<file path="config.mk">
export PLATFORM = sky130hd
export DESIGN_NAME = sprite_motion_ctrl
export DESIGN_NICKNAME = d
export VERILOG_FILES = /design/src/rtl/sprite_motion_ctrl.sv
export SDC_FILE = /design/constraint.sdc
export NUM_CORES = 1
export LEC_CHECK = 0
export CORE_UTILIZATION = 55
export DETAILED_ROUTE_END_ITERATION = 8
export PLACE_DENSITY = 0.78
export SETUP_SLACK_MARGIN = 0.4
export SLEW_MARGIN = 20
export SYNTH_ARGS = -nofsm -noshare
export SYNTH_HDL_FRONTEND = slang
export SYNTH_SLANG_ARGS = --single-unit
export TNS_END_PERCENT = 20
</file>
<file path="constraint.sdc">
create_clock -name i_pix_clk -period 9.2 [get_ports i_pix_clk]
set_clock_uncertainty 0.05 [all_clocks]
set_input_delay 0.92 -clock i_pix_clk [delete_from_list [all_inputs] [get_ports i_pix_clk]]
set_output_delay 0.92 -clock i_pix_clk [all_outputs]
set_load 0.01 [all_outputs]
</file>
<file path="src/rtl/sprite_motion_ctrl.sv">
// Frame-driven bounce engine for NUM_SPRITES sprites. Runs on the pixel clock and
// edge-detects vert sync, updating one sprite per cycle every FRAME_DIV frames.
module sprite_motion_ctrl #(
  parameter int NUM_SPRITES = 4,
  parameter int COORD_W     = 16,
  parameter int MAX_X       = 800,
  parameter int MAX_Y       = 150,
  parameter int FRAME_DIV   = 8,
  parameter int INIT_X_VEL  = 2,
  parameter int INIT_Y_VEL  = 0,
  localparam int IDX_W      = (NUM_SPRITES > 1) ? $clog2(NUM_SPRITES) : 1
) (
  input  logic                             i_pix_clk,
  input  logic                             i_reset,
  input  logic                             i_vert_sync,
  input  logic                             i_load_valid,
  output logic                             o_load_ready,
  input  logic [IDX_W-1:0]                 i_load_idx,
  input  logic signed [COORD_W-1:0]        i_load_x,
  input  logic signed [COORD_W-1:0]        i_load_y,
  input  logic signed [COORD_W-1:0]        i_load_xv,
  input  logic signed [COORD_W-1:0]        i_load_yv,
  output logic [NUM_SPRITES*COORD_W-1:0]   o_spr_x,
  output logic [NUM_SPRITES*COORD_W-1:0]   o_spr_y,
  output logic [NUM_SPRITES-1:0]           o_bounce,
  output logic                             o_done,
  output logic                             o_overrun
);

  localparam int FC_W = (FRAME_DIV > 1) ? $clog2(FRAME_DIV) : 1;
  localparam logic [IDX_W-1:0]          LAST_IDX = IDX_W'(NUM_SPRITES - 1);
  localparam logic [FC_W-1:0]           FC_LAST  = FC_W'(FRAME_DIV - 1);
  localparam logic signed [COORD_W:0]   LIM_X    = (COORD_W+1)'(MAX_X);
  localparam logic signed [COORD_W:0]   LIM_Y    = (COORD_W+1)'(MAX_Y);
  localparam logic signed [COORD_W-1:0] HI_X     = COORD_W'(MAX_X - 1);
  localparam logic signed [COORD_W-1:0] HI_Y     = COORD_W'(MAX_Y - 1);
  localparam logic signed [COORD_W-1:0] INIT_XV  = COORD_W'(INIT_X_VEL);
  localparam logic signed [COORD_W-1:0] INIT_YV  = COORD_W'(INIT_Y_VEL);

  typedef enum logic [1:0] {S_IDLE, S_UPDATE, S_DONE} state_t;

  typedef struct packed {
    logic                      hit;
    logic signed [COORD_W-1:0] vel;
    logic signed [COORD_W-1:0] pos;
  } axis_t;

  // One extra bit on the sum keeps pos+vel exact, so the bound tests never see a wrapped value.
  function automatic axis_t axis_step(input logic signed [COORD_W-1:0] pos,
                                      input logic signed [COORD_W-1:0] vel,
                                      input logic signed [COORD_W:0]   lim,
                                      input logic signed [COORD_W-1:0] clamp_hi);
    logic signed [COORD_W:0] nxt;
    axis_t r;
    nxt   = $signed({pos[COORD_W-1], pos}) + $signed({vel[COORD_W-1], vel});
    r.hit = 1'b0;
    r.vel = vel;
    r.pos = nxt[COORD_W-1:0];
    if (vel != '0) begin
      if (nxt >= lim) begin
        r.hit = 1'b1;
        r.vel = -vel;
        r.pos = clamp_hi;
      end else if (nxt[COORD_W]) begin
        r.hit = 1'b1;
        r.vel = -vel;
        r.pos = '0;
      end
    end
    return r;
  endfunction

  state_t                    state;
  logic [IDX_W-1:0]          idx;
  logic [FC_W-1:0]           frame_cnt;
  logic                      vsync_d;
  logic signed [COORD_W-1:0] pos_x [NUM_SPRITES];
  logic signed [COORD_W-1:0] pos_y [NUM_SPRITES];
  logic signed [COORD_W-1:0] vel_x [NUM_SPRITES];
  logic signed [COORD_W-1:0] vel_y [NUM_SPRITES];

  logic  vs_edge, frame_wrap, trigger, load_fire;
  axis_t ax, ay;

  assign vs_edge      = i_vert_sync & ~vsync_d;
  assign frame_wrap   = (frame_cnt == FC_LAST);
  assign trigger      = vs_edge & frame_wrap;
  assign o_load_ready = (state == S_IDLE);
  assign load_fire    = i_load_valid && o_load_ready &&
                        ({1'b0, i_load_idx} < (IDX_W+1)'(NUM_SPRITES));

  always_comb begin
    ax = axis_step(pos_x[idx], vel_x[idx], LIM_X, HI_X);
    ay = axis_step(pos_y[idx], vel_y[idx], LIM_Y, HI_Y);
  end

  always_comb begin
    o_spr_x = '0;
    o_spr_y = '0;
    for (int i = 0; i < NUM_SPRITES; i++) begin
      o_spr_x[i*COORD_W +: COORD_W] = pos_x[i];
      o_spr_y[i*COORD_W +: COORD_W] = pos_y[i];
    end
  end

  always_ff @(posedge i_pix_clk or posedge i_reset) begin
    if (i_reset) begin
      state     <= S_IDLE;
      idx       <= '0;
      frame_cnt <= '0;
      vsync_d   <= 1'b0;
      o_bounce  <= '0;
      o_done    <= 1'b0;
      o_overrun <= 1'b0;
      for (int i = 0; i < NUM_SPRITES; i++) begin
        pos_x[i] <= '0;
        pos_y[i] <= '0;
        vel_x[i] <= INIT_XV;
        vel_y[i] <= INIT_YV;
      end
    end else begin
      vsync_d   <= i_vert_sync;
      o_done    <= 1'b0;
      o_overrun <= trigger && (state != S_IDLE);
      if (vs_edge) frame_cnt <= frame_wrap ? '0 : FC_W'(frame_cnt + 1'b1);
      case (state)
        S_IDLE: begin
          if (load_fire) begin
            pos_x[i_load_idx] <= i_load_x;
            pos_y[i_load_idx] <= i_load_y;
            vel_x[i_load_idx] <= i_load_xv;
            vel_y[i_load_idx] <= i_load_yv;
          end
          if (trigger) begin
            idx      <= '0;
            o_bounce <= '0;
            state    <= S_UPDATE;
          end
        end
        S_UPDATE: begin
          pos_x[idx] <= ax.pos;
          vel_x[idx] <= ax.vel;
          pos_y[idx] <= ay.pos;
          vel_y[idx] <= ay.vel;
          if (ax.hit || ay.hit) o_bounce[idx] <= 1'b1;
          if (idx == LAST_IDX) begin
            state  <= S_DONE;
            o_done <= 1'b1;
          end else begin
            idx <= idx + 1'b1;
          end
        end
        default: state <= S_IDLE;
      endcase
    end
  end

endmodule

</file>
==> results_tabular.tex <==
\begin{tabular}{lr}
\hline
Metric & Value \\
\hline
\multicolumn{2}{l}{\textbf{Drt}} \\
\quad Drt wl/cell & 26.9 um \\
\quad Detailed-route wire length & 59.9 mm \\
\quad Iteration-0 DRC count of the detailed router & 2272 \\
\quad DR vias & 16000 \\
\quad Number of nets still failing antenna checks after routing & 0 \\
\quad Length of the first detailed-routing pass in iterations & 6 \\
\quad DR vias/cell & 7.19 \\
\quad DRC violations left & 0 \\
\multicolumn{2}{l}{\textbf{Logic synthesis}} \\
\quad Post-synth top area cell & sky130\_fd\_sc\_hd\_\_dfrtp\_1 \\
\quad Post-synthesis instance area & 0.0160 mm\^{}2 \\
\quad Number of nets produced by synthesis & 1788 \\
\quad Synth async-reset ratio & 1.00 \\
\quad Seq/Total Area, Yosys & 0.423 \\
\quad Post-synth EDFFs & 0 \\
\quad Cells after synthesis & 1676 \\
\quad Most repeated cell in the gate-level netlist after synthesis & sky130\_fd\_sc\_hd\_\_dfrtp\_1 \\
\quad Main synth FF type & sky130\_fd\_sc\_hd\_\_dfrtp\_1 \\
\quad Yosys top cell area share & 0.416 \\
\quad Flop and latch count out of synthesis & 270 \\
\quad Top cell types by occurrence after synthesis & sky130\_fd\_sc\_hd\_\_dfrtp\_1, sky130\_fd\_sc\_hd\_\_a21oi\_1, sky130\_fd\_sc\_hd\_\_nor2\_1 \\
\quad Distinct cell type count after synthesis & 71 \\
\quad Synth top area cells & sky130\_fd\_sc\_hd\_\_dfrtp\_1, sky130\_fd\_sc\_hd\_\_mux4\_2, sky130\_fd\_sc\_hd\_\_a21oi\_1 \\
\quad Post-Synthesis Mean Instance Area & 9.54 um\^{}2 \\
\quad Number of warnings reported in the yosys synthesis log & 0 \\
\multicolumn{2}{l}{\textbf{Global route}} \\
\quad Vias in the first global route & 15500 \\
\quad Global-route wire length before repair & 92.0 mm \\
\quad Overflow left after global routing & 0 \\
\quad Met2 GRT Util & 0.608 \\
\quad GRT Overall Usage & 0.399 \\
\quad Met1 track demand over resource in global routing & 0.548 \\
\quad Pin count of the biggest net entering global routing & 136 \\
\quad Number of antenna violations at the first check in global routing & 1 \\
\quad Met3 global-route usage & 0.0791 \\
\quad Layer with the highest usage & met2 \\
\multicolumn{2}{l}{\textbf{STA}} \\
\quad Final number of hold-violating endpoints & 0 \\
\quad Final sum of negative setup slack & 0 ps \\
\quad Peak Freq & 163 MHz \\
\quad Crit share post-route & 0.667 \\
\quad Remaining max-slew budget at the tightest pin & 0.180 \\
\quad Tmin final & 6130 ps \\
\quad Slew at the pin closest to its max-slew limit & 1230 ps \\
\quad Setup violation total in the final timing report & 0 \\
\quad Final-report max-slew violation count & 0 \\
\quad RSZ-0062 raised after global routing & false \\
\multicolumn{2}{l}{\textbf{Finish}} \\
\quad Layout overhead on the synthesized area & 21.0\% \\
\quad Post-layout net count & 1927 \\
\quad Area taken by flip-flops and latches & 0.00677 mm\^{}2 \\
\quad \# fillers & 2184 \\
\quad Layout cell share with drive strength beyond 1 & 0.105 \\
\quad Multi-input logic area & 0.00867 mm\^{}2 \\
\multicolumn{2}{l}{\textbf{Critical path}} \\
\quad Crit path buf inv count & 2 \\
\quad Critical path data required time & 9550 ps \\
\quad Startpoint Class & flip-flop \\
\quad Library cell contributing the largest single delay on the critical path & sky130\_fd\_sc\_hd\_\_dfrtp\_4 \\
\quad Crit path DAT & 6490 ps \\
\quad Start-to-end type of the worst setup path & flip-flop to flip-flop \\
\quad Flop-to-flop setup slack & 3070 ps \\
\quad Max incr delay on CP & 1060 ps \\
\quad Crit-path max FO & 45 \\
\quad Setup crit end kind & flip-flop \\
\quad CP Cell Sequence & buf\_4, mux4\_2, ha\_1, a21o\_1, a221oi\_1, xnor2\_1, a221o\_1, a211oi\_1, nand4b\_1, nor2\_1, buf\_4, nor2\_1, xnor2\_1, a21oi\_1 \\
\quad Top delay family on crit path & compound AO/OA/AOI/OAI gates \\
\multicolumn{2}{l}{\textbf{Placed design}} \\
\quad Port bufs & 204 \\
\quad Post-DP HPWL & 37.5 mm \\
\quad Routability congestion estimate & 0.995 \\
\multicolumn{2}{l}{\textbf{Clock tree}} \\
\quad Resized cells post-CTS & 0 \\
\quad Clock latency at the later pin of the worst-skew pair & 570 ps \\
\quad Clock tree from TritonCTS & done \\
\quad Buffers inserted during post-CTS setup optimization & 0 \\
\quad Number of buffers inserted for hold repair after clock tree synthesis & 0 \\
\quad Maximum buffer depth of the clock tree & 3 \\
\quad Clock sink count & 270 \\
\quad H-tree depth & 1 \\
\quad Number of buffers created by CTS & 30 \\
\quad Clk root buf & sky130\_fd\_sc\_hd\_\_clkbuf\_16 \\
\quad Clock-pin slew of the registers on the worst-case setup and hold paths & 70 ps \\
\multicolumn{2}{l}{\textbf{Worst hold path}} \\
\quad Worst min-delay path class & flip-flop to flip-flop \\
\multicolumn{2}{l}{\textbf{Floorplanning}} \\
\quad Core Region & 0.0286 mm\^{}2 \\
\quad Cell row count & 62 \\
\quad Floorplan die area & 0.0298 mm\^{}2 \\
\quad Number of ports placed on the die boundary & 205 \\
\quad Die Ht & 173 um \\
\quad Effective utilization at floorplan & 0.559 \\
\quad Die width & 173 um \\
\multicolumn{2}{l}{\textbf{Run}} \\
\quad Max-capacitance violation count & 0 \\
\multicolumn{2}{l}{\textbf{Status}} \\
\quad Outcome & complete, no violations \\
\hline
\end{tabular}
==> registers in the layout, summed over array words and instances, names as in the netlist <==
| register | flops |
|---|---|
| o_bounce | 4 |
| o_spr_y | 64 |
| o_overrun | 1 |
| frame_cnt | 3 |
| idx | 2 |
| state | 2 |
| vsync_d | 1 |
| vel_x | 64 |
| o_done | 1 |
| o_spr_x | 64 |
| vel_y | 64 |
==> per-stage QoR <==
stage | setup WS (ps) | hold WS [ps] | instances | area (um^2) | util
6_report | 3070 | 432 | 2224 | 19300 | 0.676
5_1_grt | 2610 | 469 | 2224 | 19300 | 0.676
4_1_cts | 3150 | 428 | 2223 | 19300 | 0.676
3_5_place_dp | 3180 | 412 | 2167 | 18300 | 0.638
3_3_place_gp | 3180 | 404 | 2167 | 18300 | 0.638
2_1_floorplan | 798 | 391 | 1676 | 16000 | -
==> worst paths after layout <==
kind / startpoint / to / cells after the start
worst max register to register: idx[0] / vel_y[40] / 14
worst min register to register: vel_x[32] / vel_x[32] / 2
max in group asynchronous: i_reset / o_spr_y[25] / 3
min in group asynchronous: i_reset / o_overrun / 2
worst max-delay path: idx[0] / vel_y[40] / 14
worst min-delay path: vel_x[32] / vel_x[32] / 2
==> placed cells by master (no fill, tap or decap), drive strengths merged, types with 27 or more instances in the layout <==
| master | n |
|---|---|
| buf | 31 |
| nor2 | 197 |
| o22ai | 103 |
| o21ai | 95 |
| clkdlybuf4s50 | 204 |
| and3 | 28 |
| o21a | 27 |
| a22oi | 29 |
| dfrtp | 266 |
| a211oi | 59 |
| ha | 40 |
| a21oi | 197 |
| nand2 | 121 |
| mux4 | 65 |
| clkbuf | 39 |
==> area by class of cell <==
type / instances / share of cell area
Sequential cell: 270 / 0.350
Multi-Input combinational cell: 1260 / 0.448
Antenna cell: 1 / 0.000129
Timing Repair Buffer: 235 / 0.118
Clock inverter: 17 / 0.0116
Inverter: 18 / 0.00388
Clock buffer: 39 / 0.0437
Tap cell: 384 / 0.0248
==> worst reg2reg max path, cell delays in order (launching register included) <==
cell and delay, ps:
sky130_fd_sc_hd__dfrtp_4 1060, sky130_fd_sc_hd__buf_4 570, sky130_fd_sc_hd__mux4_2 710, sky130_fd_sc_hd__ha_1 410
sky130_fd_sc_hd__a21o_1 210, sky130_fd_sc_hd__a221oi_1 590, sky130_fd_sc_hd__xnor2_1 160, sky130_fd_sc_hd__a221o_1 300
sky130_fd_sc_hd__a211oi_1 370, sky130_fd_sc_hd__nand4b_1 230, sky130_fd_sc_hd__nor2_1 410, sky130_fd_sc_hd__buf_4 300
sky130_fd_sc_hd__nor2_1 100, sky130_fd_sc_hd__xnor2_1 350, sky130_fd_sc_hd__a21oi_1 140
==> kinds of logic after synthesis <==
kind of cell,after synthesis,synth area share
AO/OA/AOI/OAI,633,0.251
AND/OR/NAND/NOR,470,0.135
flip-flops,270,0.423
buffers and inverters,146,0.0377
multiplexers,73,0.0967
XOR/XNOR,42,0.0230
adder cells (fa/ha/maj),42,0.0338
==> layer usage <==
| layer | up-vias | wire length, um |
|---|---|---|
| met5 | - | 0 |
| met4 | 0 | 2930 |
| met3 | 264 | 7620 |
| met2 | 1361 | 27000 |
| met1 | 7754 | 22400 |
| li1 | 6609 | - |
Power is left out: the tool's default activity adds up to more than one toggle a clock period on the data nets, which glitch-free logic cannot reach.
